**src/rtl/rx_deframer_pkg.sv**
```systemverilog
// Shared HDLC constants, receive state encoding and the per-frame status bundle.
package hdlc_pkg;

  localparam logic [7:0]  HDLC_FLAG   = 8'h7E;
  localparam logic [15:0] CRC_INIT    = 16'hFFFF;
  localparam logic [15:0] CRC_POLY    = 16'h1021;
  localparam logic [15:0] CRC_RESIDUE = 16'h1D0F;

  typedef enum logic {
    HUNT,
    FRAME
  } rx_state_e;

  typedef struct packed {
    logic ok;
    logic err_crc;
    logic err_align;
    logic err_short;
    logic aborted;
  } rx_status_t;

endpackage

```
**src/rtl/rx_deframer_if.sv**
```systemverilog
// Receive-side payload and frame-status bundle; master drives, slave consumes.
interface rx_deframer_if;

  logic [7:0] data_out;
  logic       data_valid;
  logic       frame_end;
  logic       frame_ok;
  logic       err_crc;
  logic       err_align;
  logic       err_short;
  logic       aborted;
  logic       in_frame;

  modport master (
    output data_out, data_valid, frame_end, frame_ok,
           err_crc, err_align, err_short, aborted, in_frame
  );

  modport slave (
    input data_out, data_valid, frame_end, frame_ok,
          err_crc, err_align, err_short, aborted, in_frame
  );

endinterface

```
**src/rtl/rx_deframer_crc16_step.sv**
```systemverilog
// One serial step of CRC-16/CCITT (poly 0x1021, MSB-out); shareable with the transmit framer.
module hdlc_crc16_step
  import hdlc_pkg::*;
(
  input  logic [15:0] crc_in,
  input  logic        din,
  output logic [15:0] crc_out
);

  logic fb;

  always_comb begin
    fb      = din ^ crc_in[15];
    crc_out = {crc_in[14:0], 1'b0} ^ (fb ? CRC_POLY : '0);
  end

endmodule

```
**src/rtl/rx_deframer.sv**
```systemverilog
// HDLC receive deframer: flag hunt, zero destuffing, LSB-first byte assembly,
// CRC-16 residue check, abort detection; payload delivered with the FCS held back.
module rx_deframer
  import hdlc_pkg::*;
#(
  parameter int unsigned MIN_PAYLOAD = 1
) (
  input  logic          netclk,
  input  logic          reset,
  input  logic          rxdata,
  rx_deframer_if.master rx
);

  localparam int unsigned MIN_BYTES = MIN_PAYLOAD + 2;

  rx_state_e  state, state_nxt;
  logic [7:0] win, win_nxt;
  logic [3:0] skip, skip_nxt;
  logic [2:0] raw_ones, raw_ones_nxt;
  logic [2:0] ones, ones_nxt;
  logic [15:0] crc, crc_nxt, crc_step;
  logic [7:0] sr, sr_nxt;
  logic [2:0] bitcnt, bitcnt_nxt;
  logic [7:0] bytecnt, bytecnt_nxt;
  logic       any_proc, any_proc_nxt;
  logic [7:0] hb0, hb0_nxt, hb1, hb1_nxt;
  logic [1:0] hb_cnt, hb_cnt_nxt;
  logic       fe_pend, fe_pend_nxt;
  rx_status_t st_pend, st_pend_nxt;
  rx_status_t status, status_nxt;
  logic [7:0] data_out, data_out_nxt;
  logic       data_valid, data_valid_nxt;
  logic       frame_end, frame_end_nxt;

  logic        pbit;
  logic        flag;
  logic        abort_det;
  logic        active;
  logic        stuff_del;
  logic        keep;
  logic        byte_done;
  logic [7:0]  byte_new;
  logic [15:0] crc_p;
  logic [2:0]  bitcnt_p;
  logic [7:0]  bytecnt_p;

  hdlc_crc16_step u_crc (
    .crc_in  (crc),
    .din     (pbit),
    .crc_out (crc_step)
  );

  always_comb begin
    win_nxt      = {rxdata, win[7:1]};
    pbit         = win[0];
    flag         = (win_nxt == HDLC_FLAG);
    raw_ones_nxt = rxdata ? ((raw_ones == 3'd7) ? 3'd7 : raw_ones + 3'd1) : '0;
    abort_det    = (raw_ones_nxt == 3'd7);

    // Abort detection looks at the incoming line; the bit leaving the window
    // on that cycle is dropped together with everything still in flight.
    active    = (state == FRAME) && (skip == '0) && !abort_det;
    stuff_del = active && !pbit && (ones == 3'd5);
    keep      = active && !stuff_del;

    ones_nxt = ones;
    if (active) begin
      if (stuff_del) ones_nxt = '0;
      else           ones_nxt = pbit ? ((ones == 3'd7) ? 3'd7 : ones + 3'd1) : '0;
    end

    crc_p     = keep ? crc_step : crc;
    byte_new  = {pbit, sr[7:1]};
    bitcnt_p  = keep ? bitcnt + 3'd1 : bitcnt;
    byte_done = keep && (bitcnt == 3'd7);
    bytecnt_p = (byte_done && (bytecnt != 8'hFF)) ? bytecnt + 8'd1 : bytecnt;

    state_nxt    = state;
    skip_nxt     = (skip != '0) ? skip - 4'd1 : skip;
    crc_nxt      = crc_p;
    sr_nxt       = keep ? byte_new : sr;
    bitcnt_nxt   = bitcnt_p;
    bytecnt_nxt  = bytecnt_p;
    any_proc_nxt = any_proc | active;

    hb0_nxt        = hb0;
    hb1_nxt        = hb1;
    hb_cnt_nxt     = hb_cnt;
    data_out_nxt   = data_out;
    data_valid_nxt = 1'b0;

    frame_end_nxt = fe_pend;
    status_nxt    = fe_pend ? st_pend : '0;
    fe_pend_nxt   = 1'b0;
    st_pend_nxt   = '0;

    // Two-deep holdback: a byte only leaves once two newer bytes exist, so
    // the trailing FCS pair is never presented.
    if (byte_done) begin
      if (hb_cnt == 2'd2) begin
        data_valid_nxt = 1'b1;
        data_out_nxt   = hb0;
        hb0_nxt        = hb1;
        hb1_nxt        = byte_new;
      end else if (hb_cnt == 2'd1) begin
        hb1_nxt    = byte_new;
        hb_cnt_nxt = 2'd2;
      end else begin
        hb0_nxt    = byte_new;
        hb_cnt_nxt = 2'd1;
      end
    end

    if (abort_det && (state == FRAME)) begin
      if (any_proc) begin
        fe_pend_nxt         = 1'b1;
        st_pend_nxt.aborted = 1'b1;
      end
      state_nxt  = HUNT;
      hb_cnt_nxt = '0;
    end else if (flag) begin
      if ((state == FRAME) && any_proc_nxt) begin
        fe_pend_nxt           = 1'b1;
        st_pend_nxt.err_crc   = (crc_p != CRC_RESIDUE);
        st_pend_nxt.err_align = (bitcnt_p != '0);
        st_pend_nxt.err_short = (32'(bytecnt_p) < MIN_BYTES);
        st_pend_nxt.ok        = !((crc_p != CRC_RESIDUE) || (bitcnt_p != '0) ||
                                  (32'(bytecnt_p) < MIN_BYTES));
      end
      state_nxt    = FRAME;
      skip_nxt     = 4'd8;
      crc_nxt      = CRC_INIT;
      bitcnt_nxt   = '0;
      bytecnt_nxt  = '0;
      ones_nxt     = '0;
      hb_cnt_nxt   = '0;
      any_proc_nxt = 1'b0;
    end
  end

  always_ff @(posedge netclk or posedge reset) begin
    if (reset) begin
      state      <= HUNT;
      win        <= '1;
      skip       <= '0;
      raw_ones   <= '0;
      ones       <= '0;
      crc        <= CRC_INIT;
      sr         <= '0;
      bitcnt     <= '0;
      bytecnt    <= '0;
      any_proc   <= 1'b0;
      hb0        <= '0;
      hb1        <= '0;
      hb_cnt     <= '0;
      fe_pend    <= 1'b0;
      st_pend    <= '0;
      status     <= '0;
      data_out   <= '0;
      data_valid <= 1'b0;
      frame_end  <= 1'b0;
    end else begin
      state      <= state_nxt;
      win        <= win_nxt;
      skip       <= skip_nxt;
      raw_ones   <= raw_ones_nxt;
      ones       <= ones_nxt;
      crc        <= crc_nxt;
      sr         <= sr_nxt;
      bitcnt     <= bitcnt_nxt;
      bytecnt    <= bytecnt_nxt;
      any_proc   <= any_proc_nxt;
      hb0        <= hb0_nxt;
      hb1        <= hb1_nxt;
      hb_cnt     <= hb_cnt_nxt;
      fe_pend    <= fe_pend_nxt;
      st_pend    <= st_pend_nxt;
      status     <= status_nxt;
      data_out   <= data_out_nxt;
      data_valid <= data_valid_nxt;
      frame_end  <= frame_end_nxt;
    end
  end

  assign rx.data_out   = data_out;
  assign rx.data_valid = data_valid;
  assign rx.frame_end  = frame_end;
  assign rx.frame_ok   = status.ok;
  assign rx.err_crc    = status.err_crc;
  assign rx.err_align  = status.err_align;
  assign rx.err_short  = status.err_short;
  assign rx.aborted    = status.aborted;
  assign rx.in_frame   = (state == FRAME);

endmodule

```
**src/flat_wrapper.sv**
```systemverilog
// flat-port wrapper written by rule: the top's interface ports become plain ports
module rx_deframer_flat import hdlc_pkg::*;
#(
  parameter int unsigned MIN_PAYLOAD = 1
)
  (netclk, reset, rxdata, rx_data_out, rx_data_valid, rx_frame_end, rx_frame_ok, rx_err_crc, rx_err_align, rx_err_short, rx_aborted, rx_in_frame);
  rx_deframer_if rx_i ();
  input  logic netclk;
  input  logic reset;
  input  logic rxdata;
  output wire logic [$bits(rx_i.data_out)-1:0] rx_data_out;
  output wire logic [$bits(rx_i.data_valid)-1:0] rx_data_valid;
  output wire logic [$bits(rx_i.frame_end)-1:0] rx_frame_end;
  output wire logic [$bits(rx_i.frame_ok)-1:0] rx_frame_ok;
  output wire logic [$bits(rx_i.err_crc)-1:0] rx_err_crc;
  output wire logic [$bits(rx_i.err_align)-1:0] rx_err_align;
  output wire logic [$bits(rx_i.err_short)-1:0] rx_err_short;
  output wire logic [$bits(rx_i.aborted)-1:0] rx_aborted;
  output wire logic [$bits(rx_i.in_frame)-1:0] rx_in_frame;
  assign rx_data_out = rx_i.data_out;
  assign rx_data_valid = rx_i.data_valid;
  assign rx_frame_end = rx_i.frame_end;
  assign rx_frame_ok = rx_i.frame_ok;
  assign rx_err_crc = rx_i.err_crc;
  assign rx_err_align = rx_i.err_align;
  assign rx_err_short = rx_i.err_short;
  assign rx_aborted = rx_i.aborted;
  assign rx_in_frame = rx_i.in_frame;
  rx_deframer #(.MIN_PAYLOAD(MIN_PAYLOAD)) u_core (.netclk(netclk), .reset(reset), .rxdata(rxdata), .rx(rx_i));
endmodule
```
**config.mk**
```make
export PLATFORM = sky130hd
export DESIGN_NAME = rx_deframer_flat
export DESIGN_NICKNAME = d
export VERILOG_FILES = /design/src/rtl/rx_deframer_pkg.sv /design/src/rtl/rx_deframer_if.sv /design/src/rtl/rx_deframer_crc16_step.sv /design/src/rtl/rx_deframer.sv /design/src/flat_wrapper.sv
export SDC_FILE = /design/constraint.sdc
export NUM_CORES = 1
export LEC_CHECK = 0
export CAP_MARGIN = 40
export CORE_ASPECT_RATIO = 0.75
export CORE_MARGIN = 5
export CORE_UTILIZATION = 53
export CTS_CLUSTER_DIAMETER = 60
export DETAILED_ROUTE_END_ITERATION = 7
export GPL_TIMING_DRIVEN = 0
export PLACE_DENSITY = 0.76
export SETUP_SLACK_MARGIN = 0.15
export SYNTH_ARGS = -nofsm -noshare
export SYNTH_HDL_FRONTEND = slang
export SYNTH_HIERARCHICAL = 1
export SYNTH_SLANG_ARGS = --single-unit
```
**constraint.sdc**
```tcl
create_clock -name netclk -period 7.85 [get_ports netclk]
set_input_delay 1.57 -clock netclk [delete_from_list [all_inputs] [get_ports netclk]]
set_output_delay 1.57 -clock netclk [all_outputs]
set_load 0.02 [all_outputs]
```
# --- Word level (Yosys, flattened, before mapping) ---
# Cells that the tools add are included.
totals:
  mem_bits_ro: 0
  ram_bits: 0
  latch_bits: 0
  n_memories: 0
  wordCells: 118
  in_bits: 3
  out_inout_bits: 16
  register_bits: 94
op_classes:
  addsub: 5
  mul: 0
  n_reduce_logical: 25
  div_mod_pow: 0
  shifts: 0
  magnitude_cmp: 1
  eq_ne: 12
  bitwise: 3
  mux: 45
ops:
  columns: ["operator", "n"]
  rows:
  - ["8-bit two-way mux", 7]
  - ["16-bit two-way mux", 3]
  - ["3-bit two-way mux", 11]
  - ["4-bit two-way mux", 6]
  - ["16-bit by 13-bit inequality test with 1-bit output (second input constant)", 1]
  - ["16-bit by 13-bit XOR with 16-bit output", 1]
  - ["3-bit == test (second input constant)", 5]
  - ["13-bit two-way mux", 1]
  - ["1-bit two-way mux", 11]
  - ["2-bit two-way mux", 5]
  - ["3-bit by 1-bit adder with 3-bit output (second input constant)", 3]
  - ["1-bit logical AND", 9]
  - ["8-bit by 1-bit adder with 8-bit output (second input constant)", 1]
  - ["8-bit by 7-bit == test with 1-bit output (second input constant)", 1]
  - ["8-bit by 2-bit less-than comparator with 1-bit output (second input constant)", 1]
  - ["8-bit inequality test (second input constant)", 1]
  - ["2-bit AND reduction", 4]
  - ["3-bit nonzero test", 2]
  - ["5-bit two-way mux", 1]
  - ["1-bit zero test", 4]
  - ["4-bit zero test", 1]
  - ["2-bit nonzero test", 2]
  - ["4-bit nonzero test", 1]
  - ["4-bit by 1-bit subtractor with 4-bit output (second input constant)", 1]
  - ["other kinds (7)", 8]

# --- Longest topological paths before layout ---
# Gate-level depths: netlist of the first run.
depth:
  word_depth: 19
  ltp_mapped: 9
  depth_no_buf: 8

# --- Modules after synthesis ---
# The synthesis of the first run kept the hierarchy.
by_module_without_submodules:
  columns: ["mod", "area_each_um2", "n_inst", "seq_area_each_um2", "cells_per_inst"]
  rows:
  - ["rx_deframer", 4085.2, 1, 2357.3, 371]
  - ["hdlc_crc16_step", 161.4, 1, 0.0, 17]

# --- Worst setup path after synthesis of the first run ---
# Ideal clock, no wire load.
synth_timing:
  path_kind: "in2reg"
  startpoint: "input port rxdata"
  endpoint: "register u_core/st_pend[4] (netlist bit)"
  arrival_time_ns: 2.943
  required_ns: 7.782
  path_buffers: 1
  path_slack_ns: 4.839
  setup_time_ns: 0.068
  cell_stages: 6
  path_cell_list: "nand3_1 o311ai_4 or3_1 buf_6 o41ai_4 and4b_1"
synth_lines:
  columns: ["element", "line_no", "source"]
  rows:
  - ["start, declared", "flat_wrapper.sv:10", "input logic rxdata;"]
  - ["end signal, assigned", "rx_deframer.sv:177", "st_pend <= st_pend_nxt;"]
  - ["end, declared", "rx_deframer.sv:29", "rx_status_t st_pend, st_pend_nxt;"]

==> flow_metrics.env, run 1 <==
export IMPL_status="finished, final reports clean"
export IMPL_fp_dieH_um=87.5
export IMPL_fmax_ghz=0.284
export IMPL_antenna_left=0
export IMPL_final_net_count=432
export IMPL_netlist_instances=388
export IMPL_synth_ff_type="dfrtp_1"
export IMPL_end_kind="register"
export IMPL_clockBufferDepth=2
export IMPL_period_share=0.449
export IMPL_max_cap_violations=0
export IMPL_path_max_fanout=10
export IMPL_yosysMostFrequentCell="nand2_1"
export IMPL_fin_setup_tns_ns=0
export IMPL_drive_above_1_share=0.193
export IMPL_irDropWorstVdd_uv=111
export IMPL_hold_buffers=0
export IMPL_use_met2=0.261
export IMPL_worstPathRequired_ns=8.14
export IMPL_powerDensity_nw_per_um2=241
export IMPL_num_rows=28
export IMPL_critPathKind="in2reg"
export IMPL_place_congestion=0.824
export IMPL_synth_seq_cells=93
export IMPL_path_cells="clkdlybuf4s50_1 > nand2b_1 > o311ai_4 > nor3_2 > clkbuf_1 > o41ai_1 > and4b_1"
export IMPL_setup_violations=0
export IMPL_cp_start_kind="input pin"
export IMPL_crit_buf_inv=2
export IMPL_period_needed_ns=3.53
export IMPL_path_clk_slew_ns=0.09
export IMPL_grt_util_all_layers=0.170
export IMPL_cts_root_buffer="clkbuf_8"
export IMPL_htreeDepth=3
export IMPL_grt_antenna_before_repair=0
export IMPL_p_leak_uw=0.00227
export IMPL_core_area_um2=7850
export IMPL_ioPinCount=19
export IMPL_antennaDiodeCount=0
export IMPL_fp_dieArea_um2=9920
export IMPL_clock_latency_ns=0.36
export IMPL_drt_initial_drc_count=210
export IMPL_fin_util=0.613
export IMPL_wl_per_cell_um=14.2
export IMPL_ys_types=56
export IMPL_dr_pass1_iters=4
export IMPL_cp_top_family="buffers and inverters"
export IMPL_avgSynthCellArea_um2=10.9
export IMPL_viasPerCell=5.34
export IMPL_hp_class="reg2reg"
export IMPL_synth_common_cells="nand2_1 (78), dfrtp_1 (69), nand3_1 (26)"
export IMPL_busiest_layer="met2"
export IMPL_postCtsSetupBuffers=0
export IMPL_crit_path_top_delay_cell="clkdlybuf4s50_1"
export IMPL_fill_cells=633
export IMPL_grt_overflow=0
export IMPL_grt_pass1_wl_um=13400
export IMPL_worst_pin_slew_ns=0.670
export IMPL_synth_area_um2=4250
export IMPL_grt_setup_unrepaired="false"
export IMPL_dpl_hpwl_um=5340
export IMPL_portBuffers=18
export IMPL_syn_num_nets=401
export IMPL_cts_sinks=93
export IMPL_die_x_um=113
export IMPL_synth_top_area_frac=0.407
export IMPL_vias=2826
export IMPL_finalClockSkew_ns=0.00634
export IMPL_dp_worst_setup_slack_ns=3.96
export IMPL_critPathMaxStageDelay_ns=0.59
export IMPL_ys_warn_count=6
export IMPL_grt_pass1_vias=2816
export IMPL_post_cts_resized=0
export IMPL_syn2layout_area_growth_pct=13.3
export IMPL_synth_area_leader_cell="dfrtp_1"
export IMPL_cts_tree="built"
export IMPL_start_util=0.541
export IMPL_synth_edff_count=0
export IMPL_fin_ws_ns=4.32
export IMPL_synthArstFlopShare=1.00
export IMPL_worstPathArrival_ns=3.82
export IMPL_drt_wl_total_um=7530
export IMPL_grtUsageMet3=0.0431
export IMPL_drc=0
export IMPL_maxSlewHeadroom=0.552
export IMPL_numCtsBuffers=9
export IMPL_synth_area_leaders="dfrtp_1 (41%), dfstp_2 (15%), nand2_1 (6.9%)"
export IMPL_synth_seq_area_share=0.555
export IMPL_final_max_slew_viol_count=0
export IMPL_hold_violations=0
export IMPL_grt_max_degree=50
export IMPL_grtUsageMet1=0.237
state kept, by name (all words and copies together), names as in the netlist, 2 cells and up:
name,cells
u_core/rx.data_out,8
u_core/raw_ones,3
u_core/hb_cnt,2
u_core/bytecnt,8
u_core/skip,4
u_core/win,8
u_core/sr,7
u_core/st_pend,5
u_core/bitcnt,3
u_core/ones,3
u_core/hb1,8
u_core/hb0,8
u_core/crc,16
routing by layer:
layer | wire length, um | vias to the layer above
met3 | 418 | 9
met5 | 0 | -
met2 | 3340 | 58
li1 | - | 1384
met1 | 3670 | 1375
met4 | 95 | 0
worst paths after layout:
kind,startpoint,end,slack (ns),cells past startpoint
worst min-delay path,u_core/win[3],u_core/win[2],0.37,0
worst max register to register,u_core/bitcnt[0],u_core/st_pend[4],5.29,8
worst min register to register,u_core/win[3],u_core/win[2],0.37,0
max in group asynchronous,reset,u_core/crc[7],5.53,3
worst max-delay path,rxdata,u_core/st_pend[4],4.32,7
min in group asynchronous,reset,u_core/rx.err_crc,1.63,2
cells in the final DEF, fill, tap and decap left out, types with 4 or more instances in the layout:
cell	n
clkdlybuf4s50_1	18
dfstp_2	24
clkbuf_8	9
o21ai_0	9
inv_1	8
buf_2	4
mux2_2	11
xnor2_1	7
nor3_1	4
and2_1	7
ha_1	10
a21oi_1	7
dfrtp_1	69
buf_4	15
mux2i_1	10
nand4_1	5
nor2_1	20
clkbuf_1	8
mux2_1	5
xor2_1	4
nand3_1	26
nand2_1	78
metrics by stage:
step                      hold slack, ns  cells  area [um2]  total power [uW]
after floorplan                    0.354    388        4250               783
after global placement             0.355    511        4560               820
after detailed placement           0.358    513        4600               832
after CTS                          0.372    529        4810              1170
after global routing               0.375    529        4810              1230
final                              0.371    529        4810              1160
final cells by class:
type                            count  area [um2]  share of cell area
Inverter                            9        36.3             0.00754
Clock buffer                        9         124              0.0257
Clock inverter                      7        91.3              0.0190
Timing Repair Buffer               20         215              0.0447
Sequential cell                    93        2360               0.490
Tap cell                          105         131              0.0273
Multi-Input combinational cell    259        1690               0.351
Buffer                             27         166              0.0346
power breakdown:
part / internal (uW) / total [uW] / switching, uW
clock network: 155 / 332 / 177
logic: 115 / 218 / 102
registers: 558 / 607 / 49.1
total: 828 / 1160 / 329
logic make-up (layout without fill, tap and decap cells):
family / count (synthesis) / in the layout / synth area share
AO/OA/AOI/OAI: 35 / 35 / 0.0636
AND/OR/NAND/NOR: 175 / 175 / 0.205
XOR/XNOR: 13 / 13 / 0.0339
multiplexers: 26 / 26 / 0.0660
buffers and inverters: 36 / 72 / 0.0471
adder cells (fa/ha/maj): 10 / 10 / 0.0295
flip-flops: 93 / 93 / 0.555
Power figures use the tool's default switching activity.
==> run 2, diff against run 1 <==
--- a/config.mk
+++ b/config.mk
@@ -12,7 +12,7 @@
 export CTS_CLUSTER_DIAMETER = 60
 export DETAILED_ROUTE_END_ITERATION = 7
 export GPL_TIMING_DRIVEN = 0
-export PLACE_DENSITY = 0.76
+export PLACE_DENSITY = 0.79
 export SETUP_SLACK_MARGIN = 0.15
 export SYNTH_ARGS = -nofsm -noshare
 export SYNTH_HDL_FRONTEND = slang
==> constraint.sdc (replaced) <==
create_clock -name netclk -period 3.1 [get_ports netclk]
set_input_delay 0.62 -clock netclk [delete_from_list [all_inputs] [get_ports netclk]]
set_output_delay 0.62 -clock netclk [all_outputs]
set_load 0.02 [all_outputs]
==> flow_metrics.env, run 2 (same netlist as run 1, synthesis figures left out) <==
export IMPL_crit_path_top_delay_cell="clkdlybuf4s50_1"
export IMPL_htreeDepth=3
export IMPL_grt_max_degree=30
export IMPL_place_congestion=0.830
export IMPL_holdPathEnd="u_core/win[3]"
export IMPL_grt_pass1_wl_um=13500
export IMPL_min_from="u_core/win[4]"
export IMPL_portBuffers=18
export IMPL_maxSlewHeadroom=0.598
export IMPL_critPathKind="in2reg"
export IMPL_instances_no_fill=531
export IMPL_grtUsageMet3=0.0493
export IMPL_ioPinCount=19
export IMPL_cp_start_kind="input pin"
export IMPL_r2r_start="u_core/bitcnt[0]"
export IMPL_combPwrFrac=0.197
export IMPL_worstPathRequired_ns=3.40
export IMPL_fmax_ghz=0.388
export IMPL_worst_pin_slew_ns=0.602
export IMPL_start_util=0.541
export IMPL_fin_setup_tns_ns=0
export IMPL_vias=2861
export IMPL_switching_share=0.298
export IMPL_grt_setup_unrepaired="false"
export IMPL_use_met2=0.270
export IMPL_viasPerCell=5.39
export IMPL_finalClockSkew_ns=0.0127
export IMPL_final_max_slew_viol_count=0
export IMPL_fin_ws_ns=0.520
export IMPL_drc=0
export IMPL_grt_antenna_before_repair=0
export IMPL_rr_worst_depth=8
export IMPL_largest_register="u_core/crc"
export IMPL_drt_initial_drc_count=223
export IMPL_path_clk_slew_ns=0.10
export IMPL_hold_violations=0
export IMPL_clockBufferDepth=2
export IMPL_r2r_end="u_core/st_pend[4]"
export IMPL_dr_pass1_iters=5
export IMPL_largest_reg_flops=16
export IMPL_cts_tree="built"
export IMPL_period_needed_ns=2.58
export IMPL_syn2layout_area_growth_pct=13.7
export IMPL_grt_pass1_vias=2846
export IMPL_dpl_hpwl_um=5700
export IMPL_busiest_layer="met2"
export IMPL_fp_dieH_um=87.5
export IMPL_grtUsageMet1=0.238
export IMPL_clockPowerShare=0.267
export IMPL_placed_cells=515
export IMPL_end_kind="register"
export IMPL_post_cts_resized=0
export IMPL_numCtsBuffers=9
export IMPL_sequentialPowerShare=0.536
export IMPL_final_net_count=434
export IMPL_final_cell_mix="nand2_1 (78), dfrtp_1 (69), nand3_1 (26)"
export IMPL_netSwitchingPower_uw=858
export IMPL_path_max_fanout=10
export IMPL_num_rows=28
export IMPL_crit_buf_inv=2
export IMPL_drive_above_1_share=0.197
export IMPL_fp_dieArea_um2=9920
export IMPL_max_cap_violations=0
export IMPL_hp_class="reg2reg"
export IMPL_wl_per_cell_um=14.7
export IMPL_placed_cell_area_um2=4640
export IMPL_worstPathArrival_ns=2.88
export IMPL_cts_sinks=93
export IMPL_powerDensity_nw_per_um2=597
export IMPL_irDropWorstVdd_uv=332
export IMPL_die_x_um=113
export IMPL_fill_cells=630
export IMPL_dp_worst_setup_slack_ns=0.173
export IMPL_period_share=0.832
export IMPL_p_leak_uw=0.00228
export IMPL_intPower_uw=2020
export IMPL_antennaDiodeCount=0
export IMPL_grt_util_all_layers=0.170
export IMPL_hold_buffers=0
export IMPL_postCtsSetupBuffers=0
export IMPL_cts_root_buffer="clkbuf_8"
export IMPL_r2r_slack_ns=0.57
export IMPL_setup_violations=0
export IMPL_status="finished, final reports clean"
export IMPL_cp_top_family="buffers and inverters"
export IMPL_fin_area_um2=4830
export IMPL_layout_commonest_cell="nand2_1"
export IMPL_drt_wl_total_um=7810
export IMPL_grt_overflow=0
export IMPL_clock_latency_ns=0.36
export IMPL_core_area_um2=7850
export IMPL_critPathMaxStageDelay_ns=0.58
export IMPL_fin_util=0.615
export IMPL_path_cells="clkdlybuf4s50_1 > nand2b_1 > o311ai_4 > nor3_2 > clkbuf_1 > o41ai_1 > and4b_1"
export IMPL_antenna_left=0
export IMPL_whs_path_depth=0
[run 2: changes by cell type in the layout (fill, tap and decap cells not counted)]
cell | before | now
buf_12 | 0 | 2
bufinv_16 | 1 | 0
clkinv_2 | 0 | 1
clkinvlp_4 | 1 | 2
inv_4 | 1 | 0
[run 2: layout make-up]
| class | instances | area [um2] | share of cell area |
|---|---|---|---|
| Buffer | 27 | 166 | 0.0345 |
| Tap cell | 105 | 131 | 0.0272 |
| Timing Repair Buffer | 22 | 255 | 0.0529 |
| Inverter | 9 | 37.5 | 0.00778 |
| Sequential cell | 93 | 2360 | 0.488 |
| Clock inverter | 7 | 66.3 | 0.0137 |
| Multi-Input combinational cell | 259 | 1690 | 0.350 |
| Clock buffer | 9 | 124 | 0.0257 |
[run 2: power by group through the flow]
stage | sequential, uW | clock, uW | combinational, uW
detailed placement | 1560 | 0 | 562
floorplan | 1520 | 0 | 459
finish | 1540 | 770 | 567
global placement | 1550 | 0 | 525
global route | 1560 | 848 | 625
CTS | 1540 | 793 | 569
[run 2: worst max-delay path by stage]
stage / start / to / cells past startpoint
floorplan: u_core/skip[0] / u_core/st_pend[4] / 8
global placement: rxdata / u_core/st_pend[4] / 5
detailed placement: rxdata / u_core/st_pend[4] / 7
CTS: rxdata / u_core/st_pend[4] / 7
global route: rxdata / u_core/st_pend[4] / 7
finish: rxdata / u_core/st_pend[4] / 7
[run 2: per-stage QoR]
stage | total power (uW) | hold WS (ns)
2_1_floorplan | 1980 | 0.354
3_3_place_gp | 2070 | 0.355
3_5_place_dp | 2120 | 0.359
4_1_cts | 2900 | 0.374
5_1_grt | 3030 | 0.380
6_report | 2880 | 0.371
[run 2: routing by layer]
metal,wire (um),vias to the layer above,part of all wire
met5,0,-,0
met4,73,0,0.0093
met3,412,9,0.053
met2,3510,67,0.45
met1,3810,1387,0.49
li1,-,1398,-
==> run 3, diff against run 2 <==
--- a/config.mk
+++ b/config.mk
@@ -12,7 +12,7 @@
 export CTS_CLUSTER_DIAMETER = 60
 export DETAILED_ROUTE_END_ITERATION = 7
 export GPL_TIMING_DRIVEN = 0
-export PLACE_DENSITY = 0.79
+export PLACE_DENSITY = 0.76
 export SETUP_SLACK_MARGIN = 0.15
 export SYNTH_ARGS = -nofsm -noshare
 export SYNTH_HDL_FRONTEND = slang
==> constraint.sdc (replaced) <==
create_clock -name netclk -period 2.6 [get_ports netclk]
set_input_delay 0.52 -clock netclk [delete_from_list [all_inputs] [get_ports netclk]]
set_output_delay 0.52 -clock netclk [all_outputs]
set_load 0.02 [all_outputs]
==> flow_metrics.env, run 3 (same netlist as run 1, synthesis figures left out) <==
export IMPL_dpl_hpwl_um=5450
export IMPL_period_needed_ns=2.43
export IMPL_final_cell_mix="nand2_1 (78), dfrtp_1 (68), nand3_1 (25)"
export IMPL_powerDensity_nw_per_um2=718
export IMPL_num_rows=28
export IMPL_maxSlewHeadroom=0.493
export IMPL_topRoutingLayerUsed="met4"
export IMPL_htreeDepth=3
export IMPL_grt_pass1_wl_um=13700
export IMPL_antenna_left=0
export IMPL_die_x_um=113
export IMPL_cts_sinks=93
export IMPL_cts_root_buffer="clkbuf_8"
export IMPL_min_from="u_core/win[6]"
export IMPL_route_met2_wl_um=3470
export IMPL_end_kind="register"
export IMPL_cp_start_kind="register"
export IMPL_wl_met3_um=379
export IMPL_vias=2849
export IMPL_fill_cells=614
export IMPL_dr_pass1_iters=4
export IMPL_r2r_start="u_core/skip[0]"
export IMPL_numCtsBuffers=9
export IMPL_combPwrFrac=0.216
export IMPL_grt_setup_unrepaired="false"
export IMPL_whs_path_depth=0
export IMPL_final_max_slew_viol_count=0
export IMPL_fp_dieH_um=87.5
export IMPL_cts_tree="built"
export IMPL_finalClockSkew_ns=0.0126
export IMPL_clockPowerShare=0.269
export IMPL_hold_violations=0
export IMPL_sequentialPowerShare=0.516
export IMPL_holdPathEnd="u_core/win[5]"
export IMPL_hold_buffers=0
export IMPL_place_congestion=0.853
export IMPL_path_max_fanout=6
export IMPL_fin_setup_tns_ns=0
export IMPL_clock_latency_ns=0.36
export IMPL_worstPathArrival_ns=2.72
export IMPL_r2r_end="u_core/st_pend[4]"
export IMPL_grt_overflow=0
export IMPL_wl_per_cell_um=14.8
export IMPL_grt_util_all_layers=0.177
export IMPL_fmax_ghz=0.412
export IMPL_path_clk_slew_ns=0.09
export IMPL_fp_dieArea_um2=9920
export IMPL_viasPerCell=5.28
export IMPL_finalPower_uw=3590
export IMPL_met1_length_um=4040
export IMPL_grt_pass1_vias=2836
export IMPL_setup_violations=0
export IMPL_worst_pin_slew_ns=0.758
export IMPL_grt_antenna_before_repair=0
export IMPL_start_util=0.541
export IMPL_p_leak_uw=0.00235
export IMPL_status="finished, final reports clean"
export IMPL_placed_cells=514
export IMPL_netSwitchingPower_uw=1020
export IMPL_intPower_uw=2560
export IMPL_drt_initial_drc_count=152
export IMPL_syn2layout_area_growth_pct=17.5
export IMPL_irDropWorstVdd_uv=408
export IMPL_max_cap_violations=0
export IMPL_ioPinCount=19
export IMPL_largest_reg_flops=16
export IMPL_core_area_um2=7850
export IMPL_instances_no_fill=540
export IMPL_drc=0
export IMPL_largest_register="u_core/crc"
export IMPL_clockBufferDepth=2
export IMPL_critPathKind="reg2reg"
export IMPL_drive_above_1_share=0.244
export IMPL_worstPathRequired_ns=2.90
export IMPL_hp_class="reg2reg"
export IMPL_layout_commonest_cell="nand2_1"
export IMPL_grt_max_degree=36
export IMPL_drt_wl_total_um=7990
export IMPL_r2r_slack_ns=0.17
export IMPL_antennaDiodeCount=0
export IMPL_rr_worst_depth=8
export IMPL_portBuffers=18
export IMPL_switching_share=0.285
export IMPL_period_share=0.933
export IMPL_final_net_count=443
==> run 3: cell type report <==
cell class                      count  area [um2]  area share
Buffer                             27         174      0.0348
Clock buffer                       10         128      0.0256
Clock inverter                      6        71.3      0.0143
Inverter                            9        40.0     0.00802
Multi-Input combinational cell    259        1770       0.355
Sequential cell                    93        2360       0.473
Tap cell                          105         131      0.0263
Timing Repair Buffer               31         318      0.0637
==> run 3: worst max-delay path by stage <==
stage | start | end | slack (ns) | cells after the start
floorplan | u_core/skip[0] | u_core/st_pend[4] | 0.42 | 8
CTS | u_core/bitcnt[0] | u_core/st_pend[4] | 0.12 | 8
finish | u_core/skip[0] | u_core/st_pend[4] | 0.17 | 8
global route | u_core/skip[0] | u_core/st_pend[4] | 0.14 | 8
global placement | rxdata | u_core/st_pend[4] | -0.39 | 5
detailed placement | rxdata | u_core/st_pend[4] | -0.34 | 7
==> run 3: metal layers <==
| layer | up-vias | global-route usage |
|---|---|---|
| li1 | 1402 | - |
| met1 | 1387 | 0.253 |
| met2 | 49 | 0.259 |
| met3 | 11 | 0.0556 |
| met4 | 0 | 0.0611 |
| met5 | - | 0 |
==> run 3: repair_timing <==
action	4_1_cts	5_1_grt
endpoints found under the setup margin	30	46
pin swaps	2	6
buffers inserted	3	7
gates resized for setup	5	23
endpoints found under the hold margin	0	0
==> run 3: power by group through the flow <==
stage                     clock network (uW)  registers [uW]  logic, uW
final                                    963            1850        774
after global routing                    1070            1870        858
after CTS                                996            1840        682
after detailed placement                   0            1860        664
after global placement                     0            1850        626
after floorplan                            0            1820        547
==> run 3: critical path: stages (launching register included) <==
cell and delay, ns:
dfrtp_1 0.40, inv_2 0.09, ha_4 0.15, or3b_4 0.39, buf_6 0.15, or3_4 0.32, buf_6 0.14, o41ai_4 0.44
and4b_1 0.27
==> run 3: per-stage QoR <==
stage | instance area (um2) | worst slack [ns] | util | hold WS, ns
global route | 4990 | 0.136 | 0.636 | 0.373
CTS | 4850 | 0.121 | 0.618 | 0.372
detailed placement | 4610 | -0.335 | 0.587 | 0.358
global placement | 4560 | -0.391 | 0.581 | 0.356
floorplan | 4250 | 0.422 | - | 0.354
finish | 4990 | 0.173 | 0.636 | 0.371
